===== src/rtl/pll_lock_sequencer.sv =====
// Power-up / lock-recovery sequencer for the PH1P PLL, clocked by the free-running reference clock.
// Optional: define PLL_SEQ_LOSS_CNT_EN to build the saturating RUN-state lock-loss counter on loss_cnt.
module pll_lock_sequencer #(
    parameter int RST_HOLD_CYC = 16,
    parameter int LOCK_TIMEOUT = 50000,
    parameter int STABLE_CYC   = 256,
    parameter int MAX_RETRY    = 7,
    parameter int CNT_W        = 16
) (
    input  logic       refclk,
    input  logic       rst_n,
    input  logic       enable,
    input  logic       pll_lock,
    output logic       pll_reset,
    output logic       out_rst_n,
    output logic       locked,
    output logic       fail,
    output logic [2:0] retry_cnt,
    output logic [2:0] state_o,
    output logic [7:0] loss_cnt
);

    typedef enum logic [2:0] {
        S_IDLE      = 3'd0,
        S_RESET     = 3'd1,
        S_WAIT_LOCK = 3'd2,
        S_STABLE    = 3'd3,
        S_RUN       = 3'd4,
        S_FAIL      = 3'd5
    } state_t;

    localparam logic [CNT_W-1:0] HOLD_LAST    = CNT_W'(RST_HOLD_CYC - 1);
    localparam logic [CNT_W-1:0] TIMEOUT_LAST = CNT_W'(LOCK_TIMEOUT - 1);
    localparam logic [CNT_W-1:0] STABLE_LAST  = CNT_W'(STABLE_CYC - 1);
    localparam logic [CNT_W-1:0] CNT_ONE      = CNT_W'(1);
    localparam logic [2:0]       RETRY_LIMIT  = 3'(MAX_RETRY);

    state_t           state;
    logic [CNT_W-1:0] cnt;
    logic             lock_meta;
    logic             lock_s;

    // NOTE: non-blocking assignments make each stage sample the pre-edge value;
    // blocking ones would collapse the two synchroniser flops into a single stage.
    always_ff @(posedge refclk or negedge rst_n) begin
        if (!rst_n) begin
            lock_meta <= 1'b0;
            lock_s    <= 1'b0;
        end else begin
            lock_meta <= pll_lock;
            lock_s    <= lock_meta;
        end
    end

    assign state_o = state;

    always_ff @(posedge refclk or negedge rst_n) begin
        if (!rst_n) begin
            state     <= S_IDLE;
            cnt       <= '0;
            pll_reset <= 1'b1;
            out_rst_n <= 1'b0;
            locked    <= 1'b0;
            fail      <= 1'b0;
            retry_cnt <= '0;
        end else if (!enable) begin
            // Power-down beats every other transition, including a coincident lock loss.
            state     <= S_IDLE;
            cnt       <= '0;
            pll_reset <= 1'b1;
            out_rst_n <= 1'b0;
            locked    <= 1'b0;
            fail      <= 1'b0;
        end else begin
            case (state)
                S_IDLE: begin
                    state     <= S_RESET;
                    cnt       <= '0;
                    retry_cnt <= '0;
                    pll_reset <= 1'b1;
                end
                S_RESET: begin
                    if (cnt == HOLD_LAST) begin
                        state     <= S_WAIT_LOCK;
                        cnt       <= '0;
                        pll_reset <= 1'b0;
                    end else begin
                        cnt <= cnt + CNT_ONE;
                    end
                end
                S_WAIT_LOCK: begin
                    pll_reset <= 1'b0;
                    if (lock_s) begin
                        state <= S_STABLE;
                        cnt   <= '0;
                    end else if (cnt == TIMEOUT_LAST) begin
                        cnt       <= '0;
                        pll_reset <= 1'b1;
                        if (retry_cnt == RETRY_LIMIT) begin
                            state <= S_FAIL;
                            fail  <= 1'b1;
                        end else begin
                            state     <= S_RESET;
                            retry_cnt <= (retry_cnt == 3'd7) ? retry_cnt : retry_cnt + 3'd1;
                        end
                    end else begin
                        cnt <= cnt + CNT_ONE;
                    end
                end
                S_STABLE: begin
                    // A drop here is a glitch: requalify without a new PLL reset or retry.
                    if (!lock_s) begin
                        state <= S_WAIT_LOCK;
                        cnt   <= '0;
                    end else if (cnt == STABLE_LAST) begin
                        state  <= S_RUN;
                        cnt    <= '0;
                        locked <= 1'b1;
                    end else begin
                        cnt <= cnt + CNT_ONE;
                    end
                end
                S_RUN: begin
                    if (!lock_s) begin
                        state     <= S_RESET;
                        cnt       <= '0;
                        pll_reset <= 1'b1;
                        out_rst_n <= 1'b0;
                        locked    <= 1'b0;
                        retry_cnt <= '0;
                    end else begin
                        out_rst_n <= 1'b1;
                        locked    <= 1'b1;
                    end
                end
                S_FAIL: begin
                    pll_reset <= 1'b1;
                    out_rst_n <= 1'b0;
                    fail      <= 1'b1;
                end
                default: begin
                    state     <= S_IDLE;
                    cnt       <= '0;
                    pll_reset <= 1'b1;
                    out_rst_n <= 1'b0;
                    locked    <= 1'b0;
                    fail      <= 1'b0;
                end
            endcase
        end
    end

`ifdef PLL_SEQ_LOSS_CNT_EN
    logic loss_event;

    assign loss_event = (state == S_RUN) && !lock_s;

    always_ff @(posedge refclk or negedge rst_n) begin
        if (!rst_n) begin
            loss_cnt <= '0;
        end else if (loss_event && (loss_cnt != 8'hFF)) begin
            loss_cnt <= loss_cnt + 8'd1;
        end
    end
`else
    assign loss_cnt = '0;
`endif

endmodule


===== config.mk =====
export PLATFORM = sky130hd
export DESIGN_NAME = pll_lock_sequencer
export DESIGN_NICKNAME = d
export VERILOG_FILES = /design/src/rtl/pll_lock_sequencer.sv
export SDC_FILE = /design/constraint.sdc
export NUM_CORES = 1
export LEC_CHECK = 0
export ABC_AREA = 1
export BUFFER_PORTS_ARGS = -buffer_cell sky130_fd_sc_hd__buf_4
export CAP_MARGIN = 20
export CORE_MARGIN = 2
export CORE_UTILIZATION = 50
export CTS_CLUSTER_DIAMETER = 200
export DETAILED_ROUTE_END_ITERATION = 10
export GPL_ROUTABILITY_DRIVEN = 0
export HOLD_SLACK_MARGIN = 0.02
export PLACE_DENSITY = 0.7
export SETUP_SLACK_MARGIN = 0.3
export SYNTH_ARGS = -nofsm -noshare
export SYNTH_HDL_FRONTEND = slang
export SYNTH_SLANG_ARGS = --single-unit

===== constraint.sdc =====
create_clock -name refclk -period 2 [get_ports refclk]
set_input_delay 0 -clock refclk [delete_from_list [all_inputs] [get_ports refclk]]
set_output_delay 0 -clock refclk [all_outputs]
set_load 0.01 [all_outputs]

==> results_dict.tcl <==
set metrics [dict create \
    min_period_ns 1.66 \
    grt_max_degree 29 \
    ys_warn_count 0 \
    synth_area_per_cell_sq_um 6.85 \
    powerDensity_nw_per_um2 834 \
    seq_area_frac_synth_pct 35.6 \
    final_common_cell "nand2_1" \
    peakVddDrop_mv 0.419 \
    combPwrFrac_pct 39.6 \
    max_stage_delay_ns 0.44 \
    cpMostUsedCell "nand2_4" \
    nFillCells 352 \
    io_buffers 13 \
    drt-total-wl_microns 4570 \
    drv_slew 0 \
    antenna_found_initial 0 \
    path_buf_inv 0 \
    start_util_pct 53.1 \
    grt_first_pass_wirelength_microns 7270 \
    final_hold_viol_count 0 \
    setup_viol 0 \
    crit_type "register to register" \
    grt.total_usage_pct 21.5 \
    ant_nets 0 \
    max_freq_mhz 601 \
    io-pin-count 22 \
    cp_max_fo 5 \
    dp_hpwl_microns 3290 \
    area_delta_synth_final_pct 16.6 \
    grt_pass1_vias 1617 \
    rows 22 \
    netSwitchingFraction_pct 38.3 \
    path_cells "ha_4 > nand3_4 > nor3_4 > nand2_4 > nand2_4 > nand3_4 > nand2_4 > o21ai_2" \
    fin_nets 319 \
    clk_latency_ns 0.28 \
    dr.pass1.iters 4 \
    fp.coreArea_sq_um 3720 \
    leakage_nw 1.17 \
    diodes 0 \
    clkPwrFrac_pct 23.7 \
    syn_inst 288 \
    route.detailed.drc 0 \
    rsz0062_at_grt "yes" \
    crit_slowest_cell "dfrtp_1" \
    fp.dieH_microns 66.8 \
    dp_slack_ns 0.242 \
    cts_buffers 3 \
    finish.instance_area_sq_um 2300 \
    clk_pin_slew_worst_paths_ns 0.10 \
    run_status "complete, no violations" \
    dieArea_sq_um 4460 \
    timing.final.crit_share_pct 83.2 \
    end_kind "register" \
    vias 1859 \
    path_delay_family "simple AND/OR/NAND/NOR gates" \
    clk_path_buf_depth 2 \
    drt-vias-per-instance 5.18 \
    seqPwrFrac_pct 36.7 \
    dpl_cell_area_sq_um 2080 \
    avgRoutedWirePerCell_microns 12.7 \
    skew_ns 0.00266 \
    power.switching_mw 0.734 \
    fin_tns_setup_ns 0 \
    gr-total-overflow 0 \
    cp.arrival_ns 1.85 \
    cts_tree "built" \
    clockRootBuffer "clkbuf_8" \
    synth_cell_type_count 31 \
    layout_common_cells "85 x nand2_1, 33 x nor2_1, 32 x inv_1, 24 x dfrtp_1, 22 x buf_4" \
    cts_max_level 1 \
    p_int_mw 1.18 \
    drive_gt1_share_pct 19.6 \
    finalWorstSetupSlack_ns 0.337 \
    cts_num_sinks 28 \
    cp.required_ns 2.18 \
    die_x_microns 66.8 \
    start_kind "register" \
    syn-cell-area_sq_um 1970 \
    cap_violations 0 \
    hold_path.class "primary input to asynchronous set/reset pin" \
    ys_ff_latch 28 \
    drt_iter0_drc 224 \
]
==> cells in the mapped netlist (all sizes together) <==
library cell,n,area share (%)
a21oi,14,3.6
a31o,1,0.44
a31oi,1,0.32
buf,14,4.6
conb,1,0.19
dfrtp,27,34
dfstp,1,1.3
ha,3,1.9
inv,35,6.7
nand2,93,19
nand3,25,7.9
nand4,8,2.9
nor2,37,7.5
nor3,4,1.6
o21ai,20,6.0
o21bai,1,0.38
or2,1,0.32
xnor2,1,0.44
xor2,1,0.44
==> power by group through the flow <==
stage,combinational (mW),clock (mW),sequential (mW)
2_1_floorplan,0.492,0,0.699
3_3_place_gp,0.672,0,0.709
3_5_place_dp,0.670,0,0.713
4_1_cts,0.690,0.470,0.697
5_1_grt,0.850,0.495,0.715
6_report,0.761,0.455,0.703
==> final timing paths <==
kind	startpoint	to	slack (ns)	depth (start not counted)
setup reg to reg	cnt[1]$_DFFE_PN0P_	cnt[12]$_DFFE_PN0P_	0.34	8
setup / recovery	cnt[1]$_DFFE_PN0P_	cnt[12]$_DFFE_PN0P_	0.34	8
hold reg to reg	lock_meta$_DFF_PN0_	lock_s$_DFF_PN0_	0.36	0
max in group asynchronous	rst_n	pll_reset$_DFFE_PN1P_	1.53	2
hold / removal	rst_n	cnt[1]$_DFFE_PN0P_	0.17	2
min in group refclk	lock_meta$_DFF_PN0_	lock_s$_DFF_PN0_	0.36	0
==> cell type report <==
| cell class | count | area [sq um] | share of cell area [%] |
|---|---|---|---|
| Inverter | 35 | 131 | 5.71 |
| Timing Repair Buffer | 25 | 195 | 8.48 |
| Sequential cell | 28 | 706 | 30.7 |
| Clock inverter | 1 | 30.0 | 1.31 |
| Clock buffer | 3 | 41.3 | 1.79 |
| Multi-Input combinational cell | 219 | 1140 | 49.4 |
| Tap cell | 48 | 60.1 | 2.61 |
==> kinds of logic (layout without fill, tap and decap cells) <==
family          count (synthesis)  in the layout  synth area share [%]
simple gates                  168            169                  39.5
buf+inv                        49             64                  11.2
compound gates                 37             37                  10.7
flops                          28             28                  35.6
fa+ha+maj                       3              3                  1.90
xor+xnor                        2              2                 0.888
other cells                     1              8                 0.190
==> stage by stage <==
stage,utilization [%],std cells,power (mW),hold WS (ns)
after floorplan,-,295,1.19,-0.296
after global placement,56.0,344,1.38,-0.0597
after detailed placement,56.0,344,1.38,-0.0576
after CTS,59.0,352,1.86,0.167
after global routing,61.9,359,2.06,0.194
final,61.9,359,1.92,0.171
==> worst reg2reg max path: stages (launching register included) <==
cell and delay, ns:
dfrtp_1 0.44, ha_4 0.19, nand3_4 0.11, nor3_4 0.28, nand2_4 0.09, nand2_4 0.11, nand3_4 0.13, nand2_4 0.14
o21ai_2 0.07
==> state kept, by name, indices dropped and copies added (netlist names) <==
name	count
lock_meta	1
state_o	3
out_rst_n	1
retry_cnt	3
pll_reset	1
cnt	16
fail	1
locked	1
lock_s	1
==> layer usage <==
layer / vias up / global-route usage (%) / wire length (microns) / share of wire (%)
met3: 7 / 2.87 / 306 / 6.7
met2: 56 / 32.4 / 2010 / 44
met5: - / 0 / 0 / 0
li1: 957 / - / - / -
met4: 0 / 6.89 / 63 / 1.4
met1: 839 / 31.9 / 2180 / 48
==> what timing repair did <==
action	CTS	global route
endpoints found under the setup margin	17	22
gates cloned	0	1
setup buffers	1	6
gates resized for setup	1	15
endpoints found under the hold margin	30	0
hold buffers	3	0
pin swaps	0	6
Note: power is estimated with default switching activity, not from simulation.
